**src/rtl/oka_pkg.sv**
```systemverilog
// Shared constants, FSM encoding and recombination helper for the folded
// 30-bit odd/even Karatsuba multiplier.
package oka_pkg;

  localparam int unsigned N  = 30;
  localparam int unsigned H  = 15;
  localparam int unsigned PW = 29;
  localparam int unsigned YW = 59;

  typedef enum logic [2:0] {
    IDLE  = 3'd0,
    MUL_E = 3'd1,
    MUL_O = 3'd2,
    MUL_M = 3'd3,
    DONE  = 3'd4
  } oka_state_t;

  // Even output bits take E[i]^O[i-1]; odd bits take M[i]^E[i]^O[i].
  function automatic logic [YW-1:0] recombine(input logic [PW-1:0] e,
                                              input logic [PW-1:0] o,
                                              input logic [PW-1:0] m);
    logic [YW-1:0] r;
    logic [PW:0]   e_x;
    logic [PW:0]   o_x;
    r   = '0;
    e_x = {1'b0, e};
    o_x = {o, 1'b0};
    for (int unsigned i = 0; i <= PW; i++) begin
      r[2*i] = e_x[i] ^ o_x[i];
    end
    for (int unsigned i = 0; i < PW; i++) begin
      r[2*i+1] = m[i] ^ e[i] ^ o[i];
    end
    return r;
  endfunction

endpackage

```
**src/rtl/CA_15bit.sv**
```systemverilog
// Combinational 15x15 carry-less (GF(2)[x]) multiplier, 29-bit product.
module CA_15bit
  import oka_pkg::*;
(
  input  logic [H-1:0]  a,
  input  logic [H-1:0]  b,
  output logic [PW-1:0] y
);

  always_comb begin
    y = '0;
    for (int unsigned i = 0; i < H; i++) begin
      if (b[i]) begin
        y = y ^ ({{(PW-H){1'b0}}, a} << i);
      end
    end
  end

endmodule

```
**src/rtl/oka_30bit_seq.sv**
```systemverilog
// Folded OKA multiplier: one CA_15bit is time-shared over the E, O and M
// half products, then the results are recombined into the 59-bit product.
module oka_30bit_seq
  import oka_pkg::*;
(
  input  logic          clk,
  input  logic          rst,
  input  logic          in_valid,
  output logic          in_ready,
  input  logic [N-1:0]  a,
  input  logic [N-1:0]  b,
  output logic          out_valid,
  input  logic          out_ready,
  output logic [YW-1:0] y,
  output logic          busy,
  output logic [15:0]   op_cnt
);

  oka_state_t    state, state_nxt;
  logic [N-1:0]  a_r, b_r;
  logic [PW-1:0] e_r, o_r;
  logic [YW-1:0] y_r;
  logic [15:0]   op_cnt_r;

  logic [H-1:0]  a_e, a_o, b_e, b_o;
  logic [H-1:0]  ca_a, ca_b;
  logic [PW-1:0] ca_y;

  always_comb begin
    a_e = '0;
    a_o = '0;
    b_e = '0;
    b_o = '0;
    for (int unsigned i = 0; i < H; i++) begin
      a_e[i] = a_r[2*i];
      a_o[i] = a_r[2*i+1];
      b_e[i] = b_r[2*i];
      b_o[i] = b_r[2*i+1];
    end
  end

  always_comb begin
    ca_a = a_e ^ a_o;
    ca_b = b_e ^ b_o;
    case (state)
      MUL_E: begin
        ca_a = a_e;
        ca_b = b_e;
      end
      MUL_O: begin
        ca_a = a_o;
        ca_b = b_o;
      end
      default: ;
    endcase
  end

  CA_15bit u_ca (
    .a (ca_a),
    .b (ca_b),
    .y (ca_y)
  );

  always_comb begin
    state_nxt = state;
    in_ready  = 1'b0;
    out_valid = 1'b0;
    busy      = 1'b1;
    case (state)
      IDLE: begin
        in_ready = 1'b1;
        busy     = 1'b0;
        if (in_valid) state_nxt = MUL_E;
      end
      MUL_E: state_nxt = MUL_O;
      MUL_O: state_nxt = MUL_M;
      MUL_M: state_nxt = DONE;
      DONE: begin
        out_valid = 1'b1;
        if (out_ready) state_nxt = IDLE;
      end
      default: state_nxt = IDLE;
    endcase
  end

  always_ff @(posedge clk or posedge rst) begin
    if (rst) begin
      state    <= IDLE;
      a_r      <= '0;
      b_r      <= '0;
      e_r      <= '0;
      o_r      <= '0;
      y_r      <= '0;
      op_cnt_r <= '0;
    end else begin
      state <= state_nxt;
      case (state)
        IDLE:  if (in_valid) begin
          a_r <= a;
          b_r <= b;
        end
        MUL_E: e_r <= ca_y;
        MUL_O: o_r <= ca_y;
        MUL_M: y_r <= recombine(e_r, o_r, ca_y);
        DONE:  if (out_ready) op_cnt_r <= op_cnt_r + 16'd1;
        default: ;
      endcase
    end
  end

  assign y      = y_r;
  assign op_cnt = op_cnt_r;

endmodule
```
**config.mk**
```make
export PLATFORM = sky130hd
export DESIGN_NAME = oka_30bit_seq
export DESIGN_NICKNAME = d
export VERILOG_FILES = /design/src/rtl/oka_pkg.sv /design/src/rtl/CA_15bit.sv /design/src/rtl/oka_30bit_seq.sv
export SDC_FILE = /design/constraint.sdc
export NUM_CORES = 1
export LEC_CHECK = 0
export BUFFER_PORTS_ARGS = -buffer_cell sky130_fd_sc_hd__buf_2
export CORE_AREA = 2 2 148 165
export DETAILED_ROUTE_END_ITERATION = 16
export DIE_AREA = 0 0 150 167
export PLACE_DENSITY_LB_ADDON = 0.1
export SKIP_CTS_REPAIR_TIMING = 1
export SYNTH_ARGS = -nofsm -noshare
export SYNTH_HDL_FRONTEND = slang
export SYNTH_HIERARCHICAL = 1
export SYNTH_SLANG_ARGS = --single-unit
```
**constraint.sdc**
```tcl
create_clock -name clk -period 7.2 [get_ports clk]
set_input_delay 0 -clock clk [delete_from_list [all_inputs] [get_ports clk]]
set_output_delay 0 -clock clk [all_outputs]
set_load 0.1 [all_outputs]
```
# Word-level counts from Yosys, hierarchy flattened
# Index checks and enable logic that the tools add are counted.
[totals]
ff_bits = 196
latchBits = 0
ram_bits = 0
rom_bits = 0
input_bits = 64
output_inout_bits = 78
wordCells = 143
n_memories = 0
[classes]
n_addsub = 1
n_mul = 0
div = 0
magnitude_cmp = 0
n_eq_ne = 6
n_shift = 0
n_mux = 23
n_bitwise = 102
n_reduce_logical = 4
[ops]
columns = ["operator", "n"]
rows = [
  ["29-bit two-way mux", 14],
  ["1-bit XOR", 86],
  ["15-bit case mux with 2 select lines", 2],
  ["15-bit XOR", 2],
  ["29-bit by 16-bit XOR with 29-bit output", 1],
  ["29-bit by 17-bit XOR with 29-bit output", 1],
  ["29-bit by 18-bit XOR with 29-bit output", 1],
  ["29-bit by 19-bit XOR with 29-bit output", 1],
  ["29-bit by 20-bit XOR with 29-bit output", 1],
  ["29-bit by 21-bit XOR with 29-bit output", 1],
  ["29-bit by 22-bit XOR with 29-bit output", 1],
  ["29-bit by 23-bit XOR with 29-bit output", 1],
  ["29-bit by 24-bit XOR with 29-bit output", 1],
  ["29-bit by 25-bit XOR with 29-bit output", 1],
  ["29-bit by 26-bit XOR with 29-bit output", 1],
  ["29-bit by 27-bit XOR with 29-bit output", 1],
  ["29-bit by 28-bit XOR with 29-bit output", 1],
  ["29-bit XOR", 1],
  ["16-bit by 1-bit adder with 16-bit output, second input constant", 1],
  ["15-bit two-way mux", 1],
  ["3-bit case mux with 5 select lines", 1],
  ["3-bit by 2-bit == test with 1-bit output, second input constant", 2],
  ["3-bit two-way mux", 2],
  ["2-bit AND reduction", 3],
  ["5 further kinds", 8],
]

# Depth between registers and ports, before layout
# Gate-level depths: netlist of run 1.
[logic_depth]
ltp_word = 33
depth_mapped = 14
ltp_nobuf = 11

# Cells and area by module
# The synthesis of run 1 kept the hierarchy.
[by_module_without_submodules]
columns = ["mod", "n_inst", "cells_per_inst", "area_per_inst_um2", "seq_area_each_um2"]
rows = [
  ["oka_30bit_seq", 1, 756, 8657.1, 4904.7],
  ["CA_15bit", 1, 432, 2841.5, 0.0],
]

# Worst setup path before layout of run 1
# No wires, ideal clock.
[synth_path]
path_kind = "register -> register"
from = "reg state[0]"
to = "reg y_r[29], in the netlist y[29]"
setup_time_ns = 0.133
arrival_time_ns = 3.053
required_time_ns = 7.067
path_slack_ns = 4.014
path_stages_with_launch = 14
period_less_slack_ns = 3.186
cell_sequence = "dfrtp_1 -> buf_2 -> or3b_2 -> clkbuf_1 -> buf_2 -> nand2_1 -> xor2_1 -> nand2_1 -> xnor3_1 -> xnor3_1 -> xnor3_1 -> xor2_1 -> xnor2_1 -> o21ai_0"
[synth_lines]
columns = ["element", "line_no", "source"]
rows = [
  ["from (decl)", "oka_30bit_seq.sv:19", "oka_state_t state, state_nxt;"],
  ["from (signal assigned)", "oka_30bit_seq.sv:96", "state <= state_nxt;"],
  ["3-bit by 2-bit == test with 1-bit output or 3-bit by 1-bit == test with 1-bit output (tied branches)", "oka_30bit_seq.sv:45", "case (state)"],
  ["15-bit case mux with 2 select lines *", "oka_30bit_seq.sv:45", ""],
  ["net ca_a[3]", "oka_30bit_seq.sv:26", "logic [H-1:0] ca_a, ca_b;"],
  ["29-bit by 26-bit XOR with 29-bit output *", "CA_15bit.sv:14", "y = y ^ ({{(PW-H){1'b0}}, a} << i);"],
  ["29-bit two-way mux *", "CA_15bit.sv:13", "if (b[i]) begin"],
  ["29-bit by 27-bit XOR with 29-bit output", "CA_15bit.sv:14", ""],
  ["29-bit two-way mux *", "CA_15bit.sv:13", ""],
  ["29-bit by 28-bit XOR with 29-bit output", "CA_15bit.sv:14", ""],
  ["29-bit two-way mux *", "CA_15bit.sv:13", ""],
  ["29-bit XOR", "CA_15bit.sv:14", ""],
  ["29-bit two-way mux *", "CA_15bit.sv:13", ""],
  ["net ca_y[14]", "oka_30bit_seq.sv:27", "logic [PW-1:0] ca_y;"],
  ["1-bit XOR * (2 in a row)", "oka_pkg.sv:32", "r[2*i+1] = m[i] ^ e[i] ^ o[i];"],
  ["to (signal assigned)", "oka_30bit_seq.sv:104", "MUL_M: y_r <= recombine(e_r, o_r, ca_y);"],
  ["to (decl)", "oka_30bit_seq.sv:22", "logic [YW-1:0] y_r;"],
]
# The timed path passes the listed nets; every way through them passes the cells marked *.
# A chain may end at the register's enable or synchronous reset.

# Final worst setup path of run 1
# Same ends and word-level chain as after synthesis.

==> flow_summary.ini, run 1 <==
[setup_path]
worstPathBufferInverterCount = 1
arrival_ns = 4.43
critical_path.most_common_cell = sky130_fd_sc_hd__xnor3_1
required_time_of_the_worst_setup_path_ns = 7.48
startpoint_kind_of_the_worst_setup_timing_path = flip-flop
cpPeakStageDelay_ns = 0.94
worst-r2r-setup-slack_ns = 3.05
cp_cell_sequence = or3b_2, buf_4, nand2_1, xor2_1, nand2_1, xnor3_1, xnor3_1, xnor3_1, xor2_1, xnor2_1, o21ai_0
crit_path_end_kind = flip-flop
critPathKind = reg -> reg
critPathMaxFanout = 60
cpMaxStageDelayCell = sky130_fd_sc_hd__xor2_1
path_delay_family = XOR/XNOR gates

[synth]
syn_area_per_cell_um2 = 9.679
syn-num-nets = 1253
synthDistinctLibCells = 32
top_post_synthesis_cells_by_area = sky130_fd_sc_hd__dfrtp_1, sky130_fd_sc_hd__xnor2_1, sky130_fd_sc_hd__nand2_1
post-synth-top-area-fraction_pct = 42.66
total_number_of_yosys_warnings = 6
post_synth_inst_count = 1188
synth-edff-count = 0
mapped_area_um2 = 11500
synth_sequential_area_ratio_pct = 42.66
synth-seq-cells = 196
post_synth_most_frequent_cells = sky130_fd_sc_hd__nand2_1, sky130_fd_sc_hd__dfrtp_1, sky130_fd_sc_hd__xnor2_1, sky130_fd_sc_hd__xor2_1, sky130_fd_sc_hd__mux2_2
synthMostInstantiatedCell = sky130_fd_sc_hd__nand2_1
async_flop_share_pct = 100.0
synth_ff_type = sky130_fd_sc_hd__dfrtp_1
synthDominantAreaCellType = sky130_fd_sc_hd__dfrtp_1

[clock_tree]
clk_pin_slew_worst_paths_ns = 0.08
clock_latency_on_the_worst_skew_pair_ns = 0.44
number_of_buffers_created_by_cts = 17
clock-sinks = 196
cts_tree = built
cts.root.buffer_cell = sky130_fd_sc_hd__clkbuf_16
clk_path_buf_depth = 2
htree_num_levels = 4

[detailed_routing]
post_dr_wirelength_cell_um = 14.78
first_pass_iters = 4
dr_total_vias = 8241
route.detailed.drc = 0
dr.first_iter.drc_count = 508
ant_nets = 0
drt-total-wl_um = 25050
vias_per_cell = 4.865

[sta]
final.min_clock_period_ns = 4.152
fin_tns_setup_ns = 0
hold_viol = 0
clock-skew-final_ns = 0.01012
worst_slew_margin_rel_pct = 19.48
final-max-slew-violation-count = 0
grt_setup_unrepaired = false
setup-violations-final = 0
timing.final.ws_setup_ns = 3.048
share_of_the_cycle_needed_by_the_critical_path_after_routing_pct = 57.66
timing_worst_slew_pin_value_ns = 1.204
clock.fmax_ghz = 0.2409

[placed_design]
dpl-instance-area_um2 = 12410
gpl.final_weighted_congestion = 0.8103
placed_cells_incl_taps = 1599
detailedPlace.worstSlack_ns = 3.010
dpl.hpwl_um = 16090
placement.io_buffers = 141

[floorplanning]
core_um2 = 23330
start_util_pct = 49.29
die_area_um2 = 25050
floorplan.rows = 59
die_height_um = 167
count_of_pins_on_the_block_boundary = 142
die_w_um = 150

[global_routing]
grt_pass1_wl_um = 40740
grt_max_degree = 121
grt_antenna_before_repair = 0
global_router_s_overall_resource_usage_pct = 20.32
grt_overflow = 0
vias_in_the_first_global_route = 8003

[layout]
design.final.nets = 1441
drive_gt1_share_pct = 21.81
syn2layout_area_growth_pct = 18.54
final_cells = 1694
layout.cell_area.non_filler_um2 = 13630
number_of_diodes_added_for_antenna_fixing = 0

[run]
maxCapViolations = 0

[status]
status = finished clean

[worst_hold_path]
hp-class = in -> async
-- metrics by stage --
step	util (%)	hold WS [ns]
2_1_floorplan	-	0.1079
3_3_place_gp	53.19	0.2211
3_5_place_dp	53.19	0.2245
4_1_cts	55.73	-0.2461
5_1_grt	58.43	0.3131
6_report	58.43	0.2458
-- metal layers --
| metal | track usage (%) | share of wire [%] | vias to the layer above |
|---|---|---|---|
| met2 | 33.75 | 48 | 196 |
| li1 | - | - | 4112 |
| met3 | 3.288 | 4.5 | 30 |
| met1 | 27.21 | 45 | 3903 |
| met4 | 6.399 | 1.9 | 0 |
| met5 | 0 | 0 | - |
-- registers in the layout, summed over array words and instances (netlist names) --
signal,flops
a_r,30
b_r,30
e_r,29
o_r,29
op_cnt,16
state,3
y,59
-- worst register-to-register path: stages, from the launching register on --
cell and delay (ns):
sky130_fd_sc_hd__dfrtp_1 0.46, sky130_fd_sc_hd__or3b_2 0.49, sky130_fd_sc_hd__buf_4 0.34, sky130_fd_sc_hd__nand2_1 0.17, sky130_fd_sc_hd__xor2_1 0.94, sky130_fd_sc_hd__nand2_1 0.14
sky130_fd_sc_hd__xnor3_1 0.40, sky130_fd_sc_hd__xnor3_1 0.38, sky130_fd_sc_hd__xnor3_1 0.27, sky130_fd_sc_hd__xor2_1 0.19, sky130_fd_sc_hd__xnor2_1 0.13, sky130_fd_sc_hd__o21ai_0 0.08
-- layout by cell type, fill, tap and decap left out, drive strengths merged, types with 3 or more instances in the layout --
master and count:
nand2 434, dfrtp 196, xnor2 187, buf 172, xor2 102, mux2 92
dlygate4sd3 63, o21ai 58, xnor3 19, clkbuf 17, inv 10, nor2 4
nand3 4, nand4 4, and3 4, clkinv 4, nor3 3, and2 3
-- worst paths after layout --
path / from / to / cells after the start
max: state[0]$_DFFE_PP0P_ / y[29]$_DFFE_PP0P_ / 11
min: rst / b_r[7]$_DFFE_PP0P_ / 3
max reg2reg: state[0]$_DFFE_PP0P_ / y[29]$_DFFE_PP0P_ / 11
min reg2reg: y[47]$_DFFE_PP0P_ / y[47]$_DFFE_PP0P_ / 2
max in group asynchronous: rst / y[2]$_DFFE_PP0P_ / 4
min in group clk: a[8] / a_r[8]$_DFFE_PP0P_ / 3
-- final cells by class --
| cell class | count | area (um2) |
|---|---|---|
| well taps | 305 | 381.6 |
| multi-input cells | 923 | 6163 |
| inverters | 3 | 18.77 |
| repair buffers | 235 | 1569 |
| fillers | 2085 | 9697 |
| clock inverters | 15 | 167.7 |
| clock buffers | 17 | 425.4 |
| flip-flops and latches | 196 | 4905 |
-- kinds of logic after synthesis --
logic type,after synthesis,synth area share [%]
simple gates,464,16.03
flops,196,42.66
fa+ha+maj,1,0.1088
xor+xnor,308,25.73
compound gates,58,2.524
mux,92,9.010
buf+inv,69,3.939
Power of run 1 is not shown: default switching activity piles up to over one toggle a cycle in this logic, so the estimate is an artifact.
==> run 2: changes to the inputs <==
==> constraint.sdc (replaced) <==
create_clock -name clk -period 4.1 [get_ports clk]
set_input_delay 0 -clock clk [delete_from_list [all_inputs] [get_ports clk]]
set_output_delay 0 -clock clk [all_outputs]
set_load 0.1 [all_outputs]
==> run 2 against run 1 <==
Fmax up 15%. Sequential share of layout area down 0.20 points. Final cell count up 0.65%. Setup slack worse by 2.5 ns. Non-clock buffer count up 12. Core utilization up 0.33 points.
==> flow_summary.ini, run 2 (synthesis results as in run 1) <==
[sta]
setup-violations-final = 0
share_of_the_cycle_needed_by_the_critical_path_after_routing_pct = 87.71
final-max-slew-violation-count = 0
timing_worst_slew_pin_value_ns = 1.021
clock.fmax_ghz = 0.2781
fin_tns_setup_ns = 0
hold_viol = 0
grt_setup_unrepaired = false
clock-skew-final_ns = 0.01257
final.min_clock_period_ns = 3.596
worst_slew_margin_rel_pct = 31.70

[placed_design]
dpl-instance-area_um2 = 12500
placement.io_buffers = 141
gpl.final_weighted_congestion = 0.8148
dpl.hpwl_um = 16850

[setup_path]
reg2reg_depth = 11
cpMaxStageDelayCell = sky130_fd_sc_hd__or3b_2
critPathKind = reg -> reg
worstPathBufferInverterCount = 1
path_delay_family = XOR/XNOR gates
arrival_ns = 3.90
cpPeakStageDelay_ns = 0.80
cp.depth = 11
cp_cell_sequence = or3b_2, nand2_1, xor2_1, buf_4, nand2_1, xnor2_1, xnor3_1, xnor3_1, xor2_1, xnor2_1, o21ai_0
crit_path_end_kind = flip-flop
required_time_of_the_worst_setup_path_ns = 4.41
startpoint_kind_of_the_worst_setup_timing_path = flip-flop
critPathMaxFanout = 32
worst-r2r-setup-slack_ns = 0.50

[clock_tree]
htree_num_levels = 4
cts_tree = built
number_of_buffers_created_by_cts = 17
clock-sinks = 196
clk_pin_slew_worst_paths_ns = 0.07
clk_path_buf_depth = 2
clock_latency_on_the_worst_skew_pair_ns = 0.43
cts.root.buffer_cell = sky130_fd_sc_hd__clkbuf_16

[floorplanning]
die_w_um = 150
core_um2 = 23330
die_height_um = 167
floorplan.rows = 59
die_area_um2 = 25050
count_of_pins_on_the_block_boundary = 142
start_util_pct = 49.29

[layout]
design.final.nets = 1453
number_of_diodes_added_for_antenna_fixing = 0
largest_reg_flops = 59
mostFrequentLayoutCells = sky130_fd_sc_hd__nand2_1, sky130_fd_sc_hd__dfrtp_1, sky130_fd_sc_hd__xnor2_1, sky130_fd_sc_hd__buf_2, sky130_fd_sc_hd__xor2_1
syn2layout_area_growth_pct = 19.21
layout.cell_area.non_filler_um2 = 13710
drive_gt1_share_pct = 22.21
layout_commonest_cell = sky130_fd_sc_hd__nand2_1

[status]
status = finished clean

[global_routing]
grt_overflow = 0
grt-busiest-layer = met2
vias_in_the_first_global_route = 8162
globalRouteMet1Util_pct = 27.96
use_met2_pct = 34.66
grt_antenna_before_repair = 0
grt_pass1_wl_um = 41650
grt_max_degree = 97
global_router_s_overall_resource_usage_pct = 20.83
met3_usage_pct = 3.863

[detailed_routing]
first_pass_iters = 5
post_dr_wirelength_cell_um = 14.99
drt-total-wl_um = 25560
dr.first_iter.drc_count = 364
vias_per_cell = 4.895
route.detailed.drc = 0
ant_nets = 0
dr_total_vias = 8346

[run]
maxCapViolations = 0

[worst_hold_path]
hp-class = in -> async
run 2: routing by layer:
layer	share of wire (%)	vias up
met2	49	205
met3	4.4	25
met1	45	3983
met4	1.6	0
li1	-	4133
met5	0	-
run 2: path summary, 6_finish.rpt:
check | start | end
worst max-delay path | state[0]$_DFFE_PP0P_ | y[27]$_DFFE_PP0P_
worst min-delay path | rst | b_r[7]$_DFFE_PP0P_
worst max register to register | state[0]$_DFFE_PP0P_ | y[27]$_DFFE_PP0P_
worst min register to register | y[50]$_DFFE_PP0P_ | y[50]$_DFFE_PP0P_
max in group asynchronous | rst | y[51]$_DFFE_PP0P_
min in group clk | a[5] | a_r[5]$_DFFE_PP0P_
run 2: layout make-up:
class / instances / area (um2)
Fill cell: 2088 / 9620
Multi-Input combinational cell: 923 / 6148
Sequential cell: 196 / 4905
Timing Repair Buffer: 247 / 1684
Clock buffer: 20 / 456.7
Tap cell: 305 / 381.6
Clock inverter: 11 / 116.4
Inverter: 3 / 15.01
run 2: metrics by stage:
stage / hold WS [ns] / std cells / utilization (%) / setup WS [ns]
finish: 0.2154 / 1705 / 58.76 / 0.5039
detailed placement: 0.1475 / 1611 / 53.60 / 0.4812
floorplan: 0.1079 / 1188 / - / 0.9135
CTS: -0.3242 / 1642 / 56.06 / 0.4668
global placement: 0.1436 / 1611 / 53.60 / 0.4919
global route: 0.2585 / 1705 / 58.76 / 0.1850
run 2: tightest hold or removal path: stages:
cell,delay (ns)
sky130_fd_sc_hd__dlygate4sd3_1,0.53
sky130_fd_sc_hd__buf_2,0.13
sky130_fd_sc_hd__clkinvlp_4,0.45
Power of run 2 is left out for the same reason.
